[src/rtl/seg7_scan_decoder.sv]
// Receive side of the 7-segment driver path: debounces the multiplexed
// active-low display bus and rebuilds the shown hex word once per full scan.
module seg7_scan_decoder #(
    parameter int SETTLE_CYCLES = 4
) (
    input  logic        CLK100MHZ,
    input  logic        reset,
    input  logic [7:0]  AN,
    input  logic        CA,
    input  logic        CB,
    input  logic        CC,
    input  logic        CD,
    input  logic        CE,
    input  logic        CF,
    input  logic        CG,
    input  logic        DP,
    output logic [31:0] value,
    output logic [7:0]  dp_mask,
    output logic [7:0]  blank_mask,
    output logic        err,
    output logic        frame_valid
);

    localparam logic [7:0] SETTLE = 8'(SETTLE_CYCLES);

    // {ok, nibble}; ok is 0 for any pattern outside the hex font
    function automatic logic [4:0] decode_seg(input logic [6:0] s);
        logic [4:0] r;
        case (s)
            7'h7E: r = 5'h10;  7'h30: r = 5'h11;  7'h6D: r = 5'h12;  7'h79: r = 5'h13;
            7'h33: r = 5'h14;  7'h5B: r = 5'h15;  7'h5F: r = 5'h16;  7'h70: r = 5'h17;
            7'h7F: r = 5'h18;  7'h7B: r = 5'h19;  7'h77: r = 5'h1A;  7'h1F: r = 5'h1B;
            7'h4E: r = 5'h1C;  7'h3D: r = 5'h1D;  7'h4F: r = 5'h1E;  7'h47: r = 5'h1F;
            default: r = 5'h00;
        endcase
        return r;
    endfunction

    logic [15:0] pin_d, pin_q;
    logic        hist_d, hist_q;
    logic [7:0]  cnt_d, cnt_q;
    logic [31:0] shadow_val_d, shadow_val_q;
    logic [7:0]  shadow_dp_d, shadow_dp_q;
    logic [7:0]  shadow_blank_d, shadow_blank_q;
    logic        shadow_err_d, shadow_err_q;
    logic [7:0]  seen_d, seen_q;
    logic [31:0] value_d, value_q;
    logic [7:0]  dp_mask_d, dp_mask_q;
    logic [7:0]  blank_mask_d, blank_mask_q;
    logic        err_d, err_q;
    logic        frame_valid_d, frame_valid_q;

    logic        same;
    logic        commit;
    logic [7:0]  sel;
    logic [6:0]  seg;
    logic        dp_lit;
    logic        one_hot;
    logic [4:0]  dec;

    assign sel    = pin_q[15:8];
    assign seg    = pin_q[7:1];
    assign dp_lit = pin_q[0];

    always_comb begin
        pin_d   = {~AN, ~CA, ~CB, ~CC, ~CD, ~CE, ~CF, ~CG, ~DP};
        hist_d  = 1'b1;
        // hist_q masks the compare on the first sample after reset
        same    = hist_q && (pin_d == pin_q);
        commit  = same && (cnt_q == SETTLE - 8'd1);
        if (!same)
            cnt_d = 8'd0;
        else if (cnt_q == SETTLE)
            cnt_d = cnt_q;
        else
            cnt_d = cnt_q + 8'd1;
        one_hot = (sel != 8'd0) && ((sel & (sel - 8'd1)) == 8'd0);
        dec     = decode_seg(seg);
    end

    always_comb begin
        shadow_val_d   = shadow_val_q;
        shadow_dp_d    = shadow_dp_q;
        shadow_blank_d = shadow_blank_q;
        shadow_err_d   = shadow_err_q;
        seen_d         = seen_q;
        value_d        = value_q;
        dp_mask_d      = dp_mask_q;
        blank_mask_d   = blank_mask_q;
        err_d          = err_q;
        frame_valid_d  = 1'b0;

        if (seen_q == 8'hFF) begin
            value_d       = shadow_val_q;
            dp_mask_d     = shadow_dp_q;
            blank_mask_d  = shadow_blank_q;
            err_d         = shadow_err_q;
            frame_valid_d = 1'b1;
            seen_d        = 8'd0;
            shadow_err_d  = 1'b0;
        end

        // applied after the publish so a same-edge commit lands in the new frame
        if (commit) begin
            if (one_hot) begin
                for (int i = 0; i < 8; i++) begin
                    if (sel[i]) begin
                        shadow_val_d[4*i +: 4] = dec[4] ? dec[3:0] : 4'h0;
                        shadow_blank_d[i]      = (seg == 7'h00);
                        shadow_dp_d[i]         = dp_lit;
                        seen_d[i]              = 1'b1;
                        if (!dec[4] && seg != 7'h00)
                            shadow_err_d = 1'b1;
                    end
                end
            end else if (sel != 8'd0) begin
                shadow_err_d = 1'b1;
            end
        end
    end

    always_ff @(posedge CLK100MHZ) begin
        if (reset) begin
            pin_q          <= '0;
            hist_q         <= 1'b0;
            cnt_q          <= '0;
            shadow_val_q   <= '0;
            shadow_dp_q    <= '0;
            shadow_blank_q <= '0;
            shadow_err_q   <= 1'b0;
            seen_q         <= '0;
            value_q        <= '0;
            dp_mask_q      <= '0;
            blank_mask_q   <= '0;
            err_q          <= 1'b0;
            frame_valid_q  <= 1'b0;
        end else begin
            pin_q          <= pin_d;
            hist_q         <= hist_d;
            cnt_q          <= cnt_d;
            shadow_val_q   <= shadow_val_d;
            shadow_dp_q    <= shadow_dp_d;
            shadow_blank_q <= shadow_blank_d;
            shadow_err_q   <= shadow_err_d;
            seen_q         <= seen_d;
            value_q        <= value_d;
            dp_mask_q      <= dp_mask_d;
            blank_mask_q   <= blank_mask_d;
            err_q          <= err_d;
            frame_valid_q  <= frame_valid_d;
        end
    end

    assign value       = value_q;
    assign dp_mask     = dp_mask_q;
    assign blank_mask  = blank_mask_q;
    assign err         = err_q;
    assign frame_valid = frame_valid_q;

endmodule

[config.mk]
export PLATFORM = sky130hd
export DESIGN_NAME = seg7_scan_decoder
export DESIGN_NICKNAME = d
export VERILOG_FILES = /design/src/rtl/seg7_scan_decoder.sv
export SDC_FILE = /design/constraint.sdc
export NUM_CORES = 1
export LEC_CHECK = 0
export ABC_AREA = 1
export BUFFER_PORTS_ARGS = -buffer_cell sky130_fd_sc_hd__buf_2
export CORE_ASPECT_RATIO = 2
export CORE_MARGIN = 3
export CORE_UTILIZATION = 52
export DETAILED_ROUTE_END_ITERATION = 10
export PLACE_DENSITY = 0.84
export SLEW_MARGIN = 0
export SYNTH_ARGS = -nofsm -noshare
export SYNTH_HDL_FRONTEND = slang
export SYNTH_SLANG_ARGS = --single-unit
[constraint.sdc]
create_clock -name CLK100MHZ -period 1.9 [get_ports CLK100MHZ]
set_clock_uncertainty 0.15 [all_clocks]
set_input_delay 0.095 -clock CLK100MHZ [delete_from_list [all_inputs] [get_ports CLK100MHZ]]
set_output_delay 0.095 -clock CLK100MHZ [all_outputs]
set_load 0.01 [all_outputs]
### Word level (Yosys, flattened, before mapping)

Cells that the tools add are included.

* bits in registers: 132
* input bits: 18
* output and inout port bits: 50
* word-level logic and storage cells: 124

* add/subtract/negate cells: 2
* eq/ne operators: 20
* multiplexer cells: 39
* bitwise gates (word level): 11
* reductions and logical operators: 18

Operators by type and width (number)
* 7-bit == test (second input constant): 12
* 5-bit case mux with 16 select lines: 1
* 1-bit 2-to-1 mux: 34
* 8-bit 2-to-1 mux: 3
* 3-bit AND reduction: 8
* 7-bit by 6-bit == test with 1-bit output (second input constant): 3
* 16-bit == test: 1
* 1-bit NOT: 9
* 8-bit by 1-bit adder with 8-bit output (second input constant): 1
* 8-bit bitwise AND: 1
* 8-bit by 2-bit == test with 1-bit output (second input constant): 1
* 8-bit by 3-bit == test with 1-bit output (second input constant): 1
* 8-bit == test (second input constant): 1
* 8-bit zero test: 1
* 8-bit NOT: 1
* 8-bit nonzero test: 1
* 8-bit by 1-bit subtractor with 8-bit output (second input constant): 1
* 7-bit by 5-bit == test with 1-bit output (second input constant): 1
* 7-bit zero test: 1
* 7-bit nonzero test: 1
* 1-bit logical AND: 4
* 4-bit 2-to-1 mux: 1
* 2-bit OR reduction: 1
* 1-bit zero test: 1

### Logic depth before layout (Yosys ltp)

Gate-level depths: netlist (run 1).

* depth after elaboration: 26
* depth in mapped cells: 13
* depth with buffers taken out: 11

### Worst setup path after synthesis (run 1)

OpenSTA, ideal clock, no wires.

* kind: register to register
* start point: reg cnt_q[0]
* end point: reg shadow_blank_q[0]
* setup time: 0.113 ns
* arrival time: 1.557 ns
* required time: 1.637 ns
* path slack: 0.080 ns
* stages on the path, launching flop included: 12
* path buffers: 1
* clock period less this slack: 1.820 ns
* cells stage by stage: dfxtp_1 ha_1 nand2_1 nor2_1 nand2_1 nor2_1 inv_2 nor2_4 buf_4 nand3_1 nand2_1 nor2_1

* longest elaborated chain between the ends: 3

RTL lines
* start: declaration: RTL line 41 `logic [7:0] cnt_d, cnt_q;`
* start signal: assignment: RTL line 140 `cnt_q <= cnt_d;`
* 8-bit by 2-bit == test with 1-bit output: RTL line 70 `commit = same && (cnt_q == SETTLE - 8'd1);`
* 1-bit logical AND: RTL line 70
* 3-bit AND reduction (no source line)
* end signal: assignment: RTL line 143 `shadow_blank_q <= shadow_blank_d;`
* end: declaration: RTL line 44 `logic [7:0] shadow_blank_d, shadow_blank_q;`

Every way passes these cells.
A chain may end at the register's enable or synchronous reset.

### Worst setup path after layout (run 1)

* start point: reg pin_q[12]
* end point: reg shadow_blank_q[6]

* longest elaborated chain between the ends: 5
* elaborated cells on any way between the ends: 9
* those cells by class: 1 x add/sub; 1 x eq/ne; 1 x bitwise; 6 x reduce/logical

RTL lines
* start: declaration: RTL line 39 `logic [15:0] pin_d, pin_q;`
* start signal: assignment: RTL line 138 `pin_q <= pin_d;`
* 8-bit by 1-bit subtractor with 8-bit output: RTL line 77 `one_hot = (sel != 8'd0) && ((sel & (sel - 8'd1)) == 8'd0);`
* 8-bit bitwise AND: RTL line 77
* 8-bit zero test: RTL line 77
* 1-bit logical AND: RTL line 77
* 3-bit AND reduction (no source line) (*)

Mark *: on every way between the ends. The rest lies on a longest branch, timed or not.

==> impl_results.md, run 1 <==
* Post-Place Setup Slack at -0.203 ns
* Worst r2r src: pin_q[12]$_SDFF_PP0_
* Port Buffers at 67
* Area Growth Syn to Fin at 33.4%
* Routed vias at ~6,000
* Largest net degree at the start of global routing at 98
* Core ar. at between 10,000 and 15,000 um2
* Top cells by count, synth: nor2_1, dfxtp_1, nand2_1
* Top FF cell, synth: dfxtp_1
* Crit path kind: register to register
* Status: finished with violations
* Worst hold-check path type: primary input to register
* Drt wl/cell at 16.2 um
* Antenna viol nets, final at 0
* Post-Synthesis Cells at between 800 and 900
* End of the worst hold path: pin_q[2]$_SDFF_PP0_
* Post-Synth Simple-Gate Area at 39.4%
* H-tree depth at 4
* Die width at around 80 um
* R2R Setup Slk at -0.18 ns
* Adder-Cell Fraction of Synth Area at less than 1%
* GRT Total Usage at between 20% and 30%
* Post-synthesis mux area share at 0%
* Max-slew headroom at about 64%
* Reg2reg end: shadow_blank_q[6]$_SDFFE_PP0P_
* Post-synth EDFFs at 0
* Total power at 6680 uW
* Worst Setup End Kind: register
* CTS tree: done
* CTS buffer count at 17
* CP max FO at 6
* Endpoints failing setup at 61
* First-pass GRT wire length at approximately 27 mm
* Synth top area share at 46.9%
* Routed wire length at 17.6 mm
* FF-to-FF path depth at 11
* Largest family of logic cells by synthesized area: simple AND/OR/NAND/NOR gates
* Register area at between 2000 and 3000 um2
* Ports at between 60 and 70
* Num rows at 53
* Register area share after synthesis at 46.9%
* Final Cycle Share at 109%
* Synth Area in Compound Gates at approximately 6.8%
* Vias in the first global route at a little under 6,000
* CTS max path bufs at 2
* Failing checks: negative setup slack
* Most common cell in the netlist: nor2_1
* GP Congestion at 0.969
* Fin worst setup slack at -0.177 ns
* Asr flop ratio synth at 0%
* Startpoint Class: register
* Placed cell area at approximately 6400 um2
* Top cell type by total area after synthesis: dfxtp_1
* Top post-synthesis cells by area: dfxtp_1, nor2_1, nand2_1
* Pins Over Slew Limit at 0
* Max cap viols at 0
* Die area at about 12,000 um2
* Worst hold stages at 3
* Clock latency on the worst-skew pair at 0.42 ns
* Iteration-0 DRC Markers at around 900
* Net Count, Synth at roughly 830
* Hpwl dp at 9.97 mm
* Post-Synth XOR/XNOR Area at about 1.2%
* N_diodes at 0
* Residual DRC at 0
* WP data required at roughly 2.1 ns
* WP data arrival at around 2.3 ns
* RSZ-0062 raised after global routing: true
* Cell Pwr Density at between 800 and 900 nW/um2
* Multi-input logic area at ~2900 um2
* Antenna violations before repair at 0
* Hold path start: CF
* Design area at between 7000 and 8000 um2
* Post-synth design cell area at 5630 um2
* Worst-Margin Slew at between 0.5 and 0.6 ns
* Final nets at around 950
* Final min period at between 2 and 2.5 ns
* # fillers at 741
* Via-per-instance ratio at approximately 5.6
* Final hold slack at 0.260 ns
* Clock transition at path regs at 0.06 ns
* Peak supply drop at about 0.00074 V
* Synthesis-stage register bit count at between 100 and 150
* Final hold viol count at 0
* Clock sink total at between 100 and 150
* Share of layout cells above drive strength 1 at between 20 and 25%
* Die H at about 150 um
* Syn avg cell area at around 7.0 um2
* Lkg Pwr at roughly 0.0035 uW
* Initial DRT Pass Iterations at 6
* Yosys warnings at 0
* Root Driver: clkbuf_16
* Post-route core utilization at 71.3%
* Maximum clock frequency at approximately 0.48 GHz
* Number of distinct library cells after synthesis at 34
* GRT overflow at 0
* Initial Utilization at a little over half
final cells by class:
cell class	count	area share [%]
sequential	132	35.5
clock buffer	20	6.08
inverter	39	1.95
clock inverter	12	2.03
tap	137	2.28
multi-input combinational	604	38.7
timing repair buffer	139	13.4
flip-flops by register name, summed over array words and instances, names as in the netlist:
name and cells:
seen_q 8, blank_mask 8, frame_valid 1, value 32
shadow_val_q 32, shadow_err_q 1, shadow_dp_q 8, err 1
dp_mask 8, shadow_blank_q 8, pin_q 16, hist_q 1
cnt_q 8
routing by layer:
metal / GRT usage, % / share of wire, %
met2: 50.3 / 53
met3: 6.60 / 6.1
met4: 18.2 / 6.4
met5: 0 / 0
met1: 28.4 / 35
where the power goes:
| part | switching (uW) | total [uW] | leakage, uW | internal (uW) |
|---|---|---|---|---|
| combinational | 277 | 471 | 0.00211 | 194 |
| sequential | 39.2 | 2830 | 0.00107 | 2790 |
| clock | 1260 | 3390 | 0.000289 | 2130 |
| total | 1570 | 6680 | 0.00347 | 5110 |
cell families after synthesis:
kind of cell               Yosys count
and+or+nand+nor                    520
DFF                                132
AOI/OAI and AO/OA                   74
buffers and inverters               71
xor gates and xnor gates             8
adders and majority gates            2
worst max-delay path by stage:
stage / from / endpoint
2_1_floorplan: cnt_q[0]$_SDFFE_PP0P_ / shadow_blank_q[0]$_SDFFE_PP0P_
3_3_place_gp: pin_q[4]$_SDFF_PP0_ / shadow_val_q[28]$_SDFFE_PP0P_
3_5_place_dp: pin_q[5]$_SDFF_PP0_ / shadow_val_q[5]$_SDFFE_PP0P_
4_1_cts: pin_q[5]$_SDFF_PP0_ / shadow_dp_q[5]$_SDFFE_PP0P_
5_1_grt: pin_q[13]$_SDFF_PP0_ / shadow_dp_q[4]$_SDFFE_PP0P_
6_report: pin_q[12]$_SDFF_PP0_ / shadow_blank_q[6]$_SDFFE_PP0P_
timing repair:
action	4_1_cts	5_1_grt
endpoints found under the hold margin	19	0
resized for setup	35	50
endpoints found under the setup margin	61	65
pin swaps	19	22
buffers inserted	6	3
hold buffers	23	0
gates cloned	0	0
critical path, stage by stage (launching register included):
cell and delay [ns]:
dfxtp_1 0.38, inv_1 0.13, nand2_1 0.12, or2_1 0.26, nand2_2 0.10, inv_2 0.06
nor2_4 0.16, buf_6 0.12, nand2_1 0.11, nor2_4 0.19, nor2_1 0.07, nor2_1 0.14
layout by cell type (no fill, tap or decap), drive strengths merged, types with 5 or more instances in the layout:
cell type    synthesis  routed
nor2               294     294
nand2              133     133
dfxtp              132     132
buf                 13     116
nand3               72      72
o21ai               56      56
inv                 39      41
dlygate4sd3          0      23
clkbuf              19      20
a21oi               13      13
nand4                6       6
or2                  6       6
xor2                 5       5
per-stage QoR:
step	setup TNS [ns]	cells
CTS	-0.0116	1081
floorplan	0	807
detailed placement	-4.19	1020
finish	-4.76	1083
global placement	-2.17	1020
global route	-10.46	1083
No activity file was read; power rests on OpenSTA's default activity.
==> inputs of run 2 (changes only) <==
--- a/config.mk
+++ b/config.mk
@@ -6,11 +6,11 @@
 export NUM_CORES = 1
 export LEC_CHECK = 0
 export ABC_AREA = 1
-export BUFFER_PORTS_ARGS = -buffer_cell sky130_fd_sc_hd__buf_2
 export CORE_ASPECT_RATIO = 2
 export CORE_MARGIN = 3
-export CORE_UTILIZATION = 52
+export CORE_UTILIZATION = 57
 export DETAILED_ROUTE_END_ITERATION = 10
+export DONT_BUFFER_PORTS = 1
 export PLACE_DENSITY = 0.84
 export SLEW_MARGIN = 0
 export SYNTH_ARGS = -nofsm -noshare
==> impl_results.md, run 2 (synthesis gave the netlist of run 1 again) <==
* WP data required at a little over 2 ns
* Via-per-instance ratio at 5.85
* Placed cell area at slightly below 6000 um2
* Lkg Pwr at about 0.0032 uW
* Clock transition at path regs at 0.06 ns
* Startpoint Class: register
* Largest net degree at the start of global routing at 99
* Residual DRC at 0
* Worst-Margin Slew at 0.573 ns
* CTS buffer count at 17
* Fin worst setup slack at -0.271 ns
* CTS max path bufs at 2
* GRT Total Usage at approximately 29%
* CTS tree: done
* First-pass GRT wire length at ~26 mm
* GP Congestion at roughly 0.93
* Hold path start: AN[1]
* Num rows at 50
* Drt wl/cell at 18.4 um
* Worst hold stages at 6
* Maximum clock frequency at 0.461 GHz
* H-tree depth at 4
* Area Growth Syn to Fin at 33.3%
* Initial DRT Pass Iterations at 7
* FF-to-FF path depth at 11
* Failing checks: negative setup slack
* Pins Over Slew Limit at 0
* R2R Setup Slk at -0.27 ns
* N_diodes at 0
* Root Driver: clkbuf_16
* Reg2reg end: shadow_blank_q[2]$_SDFFE_PP0P_
* WP data arrival at around 2.3 ns
* Worst r2r src: pin_q[13]$_SDFF_PP0_
* # fillers at 565
* Final Cycle Share at 114%
* Ports at 68
* Final hold viol count at 0
* Sw frac at between 20 and 25%
* Psw at 1560 uW
* Core ar. at 9510 um2
* Hpwl dp at between 9 and 10 mm
* Die area at ~11,000 um2
* Port Buffers at 0
* Status: finished with violations
* Routed vias at between 5,000 and 6,000
* Most frequent cells in the layout: nor2_1, dfxtp_1, nand2_1
* Worst Setup End Kind: register
* Final nets at between 800 and 900
* Crit path kind: register to register
* Max-slew headroom at between 60% and 70%
* Clock share of power at 51.1%
* Cell Pwr Density at around 900 nW/um2
* Share of layout cells above drive strength 1 at between 20% and 30%
* Sequential share of power at 42.0%
* Design area at around 7500 um2
* Clock latency on the worst-skew pair at 0.42 ns
* Clock sink total at 132
* GRT overflow at 0
* Logic pwr share at 7.0%
* Most common cell after layout, fill and taps aside: nor2_1
* Vias in the first global route at approximately 5,400
* Die width at around 76 um
* Initial Utilization at a little under 60%
* Total power at between 6000 and 7000 uW
* End of the worst hold path: cnt_q[0]$_SDFFE_PP0P_
* Post-Place Setup Slack at -0.177 ns
* Worst hold-check path type: primary input to register
* Peak supply drop at just over 0.0009 V
* Iteration-0 DRC Markers at 740
* Endpoints failing setup at 56
* Die H at approximately 150 um
* Routed wire length at around 19 mm
* Antenna violations before repair at 0
* Setup TNS Final at -7.27 ns
* Final min period at roughly 2.2 ns
* RSZ-0062 raised after global routing: true
* Power Internal at 5170 uW
* Max cap viols at 0
* Antenna viol nets, final at 0
* CP max FO at 13
* Final hold slack at between 0.09 and 0.1 ns
## run 2: changes by cell type in the layout (fill, tap and decap cells not counted), sizes merged
cell	delta
buf	-73
dlygate4sd3	+11
clkbuf	+4
bufinv	+1
clkinv	+1
clkinvlp	-1
inv	-1
nor2	+1
## run 2: timing repair
item                                    in CTS  in global routing
cloned                                       1                  5
resized for setup                           36                 86
endpoints found under the hold margin      104                 17
setup buffers                                3                 11
pin swaps                                   18                 48
hold buffers                                33                  1
endpoints found under the setup margin      55                 65
## run 2: worst max-delay path by stage
stage                          startpoint                              to  slack [ns]  depth (start not counted)
global placement      pin_q[2]$_SDFF_PP0_   shadow_val_q[28]$_SDFFE_PP0P_       -0.10                         10
finish               pin_q[13]$_SDFF_PP0_  shadow_blank_q[2]$_SDFFE_PP0P_       -0.27                         11
global route         pin_q[13]$_SDFF_PP0_  shadow_blank_q[2]$_SDFFE_PP0P_       -0.32                         11
floorplan           cnt_q[0]$_SDFFE_PP0P_  shadow_blank_q[0]$_SDFFE_PP0P_        0.08                         11
detailed placement    pin_q[1]$_SDFF_PP0_   shadow_val_q[12]$_SDFFE_PP0P_       -0.18                         10
CTS                  pin_q[13]$_SDFF_PP0_    shadow_val_q[0]$_SDFFE_PP0P_      -0.001                         10
## run 2: area by class of cell
cell class | instances | area (um2) | share of cell area (%)
multi-input cells | 605 | 3040 | 40.5
well taps | 130 | 163 | 2.17
repair buffers | 81 | 861 | 11.5
inverters | 39 | 149 | 1.98
clock buffers | 20 | 437 | 5.81
clock inverters | 12 | 179 | 2.38
flip-flops and latches | 132 | 2680 | 35.7
## run 2: critical path, stage by stage (launching register included)
cell and delay (ns):
dfxtp_4 0.37, nand2_2 0.07, o21ai_1 0.08, nor2_1 0.17
nand3_1 0.15, nor2_4 0.20, nand3_2 0.11, nor2_4 0.25
clkbuf_16 0.22, nand3_1 0.12, nand2_1 0.12, nor2_1 0.06
## run 2: metrics by stage
stage	std cells	util (%)
2_1_floorplan	807	-
3_3_place_gp	933	62.4
3_5_place_dp	933	62.4
4_1_cts	1002	73.8
5_1_grt	1019	79.0
6_report	1019	79.0
## run 2: power by group through the flow
stage                     sequential, uW  combinational (uW)  clock [uW]
after floorplan                     2860                 220           0
after global placement              2880                 267           0
after detailed placement            2880                 276           0
after CTS                           2820                 365        3420
after global routing                2820                 496        3570
final                               2820                 468        3440
## run 2: layer usage
metal  track usage, %  wire length (um)  vias to the layer above
met5                0                 0                        -
met4             16.2              1470                        0
met3             6.79              1350                      142
met2             52.1              9620                      368
met1             29.7              6290                     2740
li1                 -                 -                     2709
==> inputs of run 3 (changes only) <==
--- a/config.mk
+++ b/config.mk
@@ -5,13 +5,12 @@
 export SDC_FILE = /design/constraint.sdc
 export NUM_CORES = 1
 export LEC_CHECK = 0
-export ABC_AREA = 1
 export CORE_ASPECT_RATIO = 2
 export CORE_MARGIN = 3
-export CORE_UTILIZATION = 57
+export CORE_UTILIZATION = 60
 export DETAILED_ROUTE_END_ITERATION = 10
 export DONT_BUFFER_PORTS = 1
-export PLACE_DENSITY = 0.84
+export PLACE_DENSITY = 0.85
 export SLEW_MARGIN = 0
 export SYNTH_ARGS = -nofsm -noshare
 export SYNTH_HDL_FRONTEND = slang
==> constraint.sdc (replaced) <==
create_clock -name CLK100MHZ -period 2.27 [get_ports CLK100MHZ]
set_clock_uncertainty 0.15 [all_clocks]
set_input_delay 0.1135 -clock CLK100MHZ [delete_from_list [all_inputs] [get_ports CLK100MHZ]]
set_output_delay 0.1135 -clock CLK100MHZ [all_outputs]
set_load 0.01 [all_outputs]
==> impl_results.md, run 3 <==
* Status: finished with violations
* Failing checks: negative setup slack
* Logic pwr share at under 10%
* Via-per-instance ratio at 6.15
* Most frequent cells in the layout: nand2_1, dfxtp_1, dlygate4sd3_1
* RSZ-0062 raised after global routing: true
* Maximum clock frequency at 0.406 GHz
* Psw at 1160 uW
* Net Count, Synth at about 630
* Met1 usage at a little over 30%
* Cell Pwr Density at about 770 nW/um2
* Hpwl dp at around 8.5 mm
* CP max FO at 7
* Sequential share of power at between 40% and 50%
* Clock transition at path regs at about 0.060 ns
* N_diodes at 0
* Worst hold stages at 5
* First-pass GRT wire length at between 20 and 25 mm
* Post-synth EDFFs at 0
* Post-Synthesis Cells at around 610
* Asr flop ratio synth at 0%
* Antenna viol nets, final at 0
* Number of distinct library cells after synthesis at 49
* Post-route core utilization at 83.1%
* Bufs and invs on worst path at 4
* Lkg Pwr at between 0.002 and 0.003 uW
* Share of layout cells above drive strength 1 at ~14%
* Final Cycle Share at 108%
* GP Congestion at 0.898
* Most common cell after layout, fill and taps aside: nand2_1
* Cell breakdown of the critical path: or4_4, buf_6, a2111o_1, o41ai_4, buf_6, buf_6, o2111ai_2, buf_6, mux2i_1
* Final hold viol count at 0
* FF-to-FF path depth at 9
* Routed vias at around 4,900
* GRT Total Usage at roughly a third
* Met2 GRT Util at 58.6%
* Initial DRT Pass Iterations at 7
* Ports at between 60 and 70
* H-tree depth at 4
* WP data required at roughly 2.4 ns
* Most common cell in the netlist: nand2_1
* Clock sink total at around 130
* Top cell type by total area after synthesis: dfxtp_1
* Register area share after synthesis at 49.9%
* Top post-synthesis cells by area: dfxtp_1, nand2_1, mux2i_1
* Worst Setup End Kind: register
* Cell mode on critical path: buf_6
* Drt wl/cell at around 20 um
* Endpoints failing setup at 46
* Synthesis-stage register bit count at between 100 and 150
* Critical Path Stages at 9
* Num rows at between 40 and 50
* Syn avg cell area at ~8.7 um2
* Startpoint Class: register
* Yosys warnings at 0
* Area Growth Syn to Fin at 32.0%
* Crit path kind: register to register
* Setup TNS Final at -3.19 ns
* Routed wire length at about 16 mm
* Max cap viols at 0
* Residual DRC at 0
* GRT busiest layer: met2
* Worst hold-check path type: primary input to register
* Max-slew headroom at about 67%
* Top FF cell, synth: dfxtp_1
* CTS tree: done
* Final min period at 2.46 ns
* # fillers at about 430
* Largest net degree at the start of global routing at 50
* GR Util met3 at 7.84%
* Antenna violations before repair at 0
* CTS max path bufs at 2
* Power Internal at ~4200 uW
* Vias in the first global route at approximately 5,000
* Core ar. at roughly 8400 um2
* WP data arrival at 2.59 ns
* Pins Over Slew Limit at 0
* Worst-Margin Slew at between 0.4 and 0.5 ns
* Die area at a little over 10,000 um2
* Clock latency on the worst-skew pair at around 0.42 ns
* Clock share of power at 50.6%
* CP max-delay cell: or4_4
* CTS buffer count at 17
* Synth top area share at about half
* Slowest stage delay, CP at about 0.56 ns
* Root Driver: clkbuf_16
* Top cells by count, synth: nand2_1, dfxtp_1, a21oi_1
* Peak supply drop at 0.000670 V
* Die H at 139 um
* Sw frac at roughly 22%
* Post-synth design cell area at roughly 5300 um2
* Iteration-0 DRC Markers at 385
* Final nets at roughly 710
* GRT overflow at 0
* Fin worst setup slack at -0.192 ns
* Initial Utilization at about 63%
* Die width at about 72 um
* Port Buffers at 0
* Kind of cell adding the most delay to the critical path: buffers and inverters
==> run 3: cell types whose count changed in the layout (fill, tap and decap cells not counted), sizes merged, moves of 28 or more <==
cell / delta
nor2: -260
inv: -35
nand2: +28
a21oi: +49
o21ai: -50
nand3: -59
mux2i: +46
==> run 3: final cells by class <==
type	instances	area (um2)	share of cell area, %
well taps	98	123	1.75
multi-input cells	426	2560	36.6
flip-flops and latches	132	2650	37.9
inverters	5	18.8	0.269
clock buffers	23	488	6.98
clock inverters	8	100	1.43
repair buffers	104	1060	15.1
==> run 3: worst register-to-register path, cell delays in order, from the launching register on <==
cell and delay (ns):
dfxtp_2 0.31, or4_4 0.56, buf_6 0.14, a2111o_1 0.33, o41ai_4 0.08, buf_6 0.20
buf_6 0.11, o2111ai_2 0.13, buf_6 0.18, mux2i_1 0.13
==> run 3: timing repair <==
action	4_1_cts	5_1_grt
buffers inserted	2	3
resized for setup	8	22
hold buffers	62	0
pin swaps	4	4
hold endpoints to repair	102	0
setup endpoints to repair	44	73
==> run 3: cell families after synthesis <==
group,after synthesis,synth area share [%]
simple gates,260,22.1
buf+inv,48,3.40
fa+ha+maj,2,0.473
compound gates,93,11.3
flops,132,49.9
mux,46,8.70
xor+xnor,25,4.14
==> run 3: metrics by stage <==
step / total power (uW) / hold slack, ns / worst slack [ns] / instance area, um2 / instances
final: 5350 / 0.0204 / -0.192 / 6990 / 796
after floorplan: 2540 / 0.0359 / -0.155 / 5300 / 606
after detailed placement: 2580 / 0.0367 / -0.225 / 5600 / 698
after global placement: 2570 / 0.0346 / -0.135 / 5600 / 698
after global routing: 5470 / 0.0678 / -0.233 / 6990 / 796
after CTS: 5300 / 0.00227 / -0.0689 / 6880 / 793
==> run 3: final timing paths <==
check / slack [ns] / from / endpoint
worst min-delay path: 0.02 / AN[7] / cnt_q[1]$_SDFFE_PP0P_
worst max-delay path: -0.19 / pin_q[13]$_SDFF_PP0_ / shadow_dp_q[7]$_SDFFE_PP0P_
worst min register to register: 0.31 / shadow_val_q[17]$_SDFFE_PP0P_ / value[17]$_SDFFE_PP0P_
worst max register to register: -0.19 / pin_q[13]$_SDFF_PP0_ / shadow_dp_q[7]$_SDFFE_PP0P_
==> run 3: power by group through the flow <==
stage               Clock, uW  Combinational [uW]  Sequential [uW]
detailed placement          0                 170             2410
CTS                      2700                 249             2360
global route             2810                 299             2360
global placement            0                 162             2410
floorplan                   0                 146             2390
finish                   2710                 282             2360
==> run 3: metal layers <==
layer | share of wire (%) | wire, um
met3 | 5.0 | 810
met4 | 5.3 | 853
met1 | 33 | 5390
met5 | 0 | 0
met2 | 56 | 9070
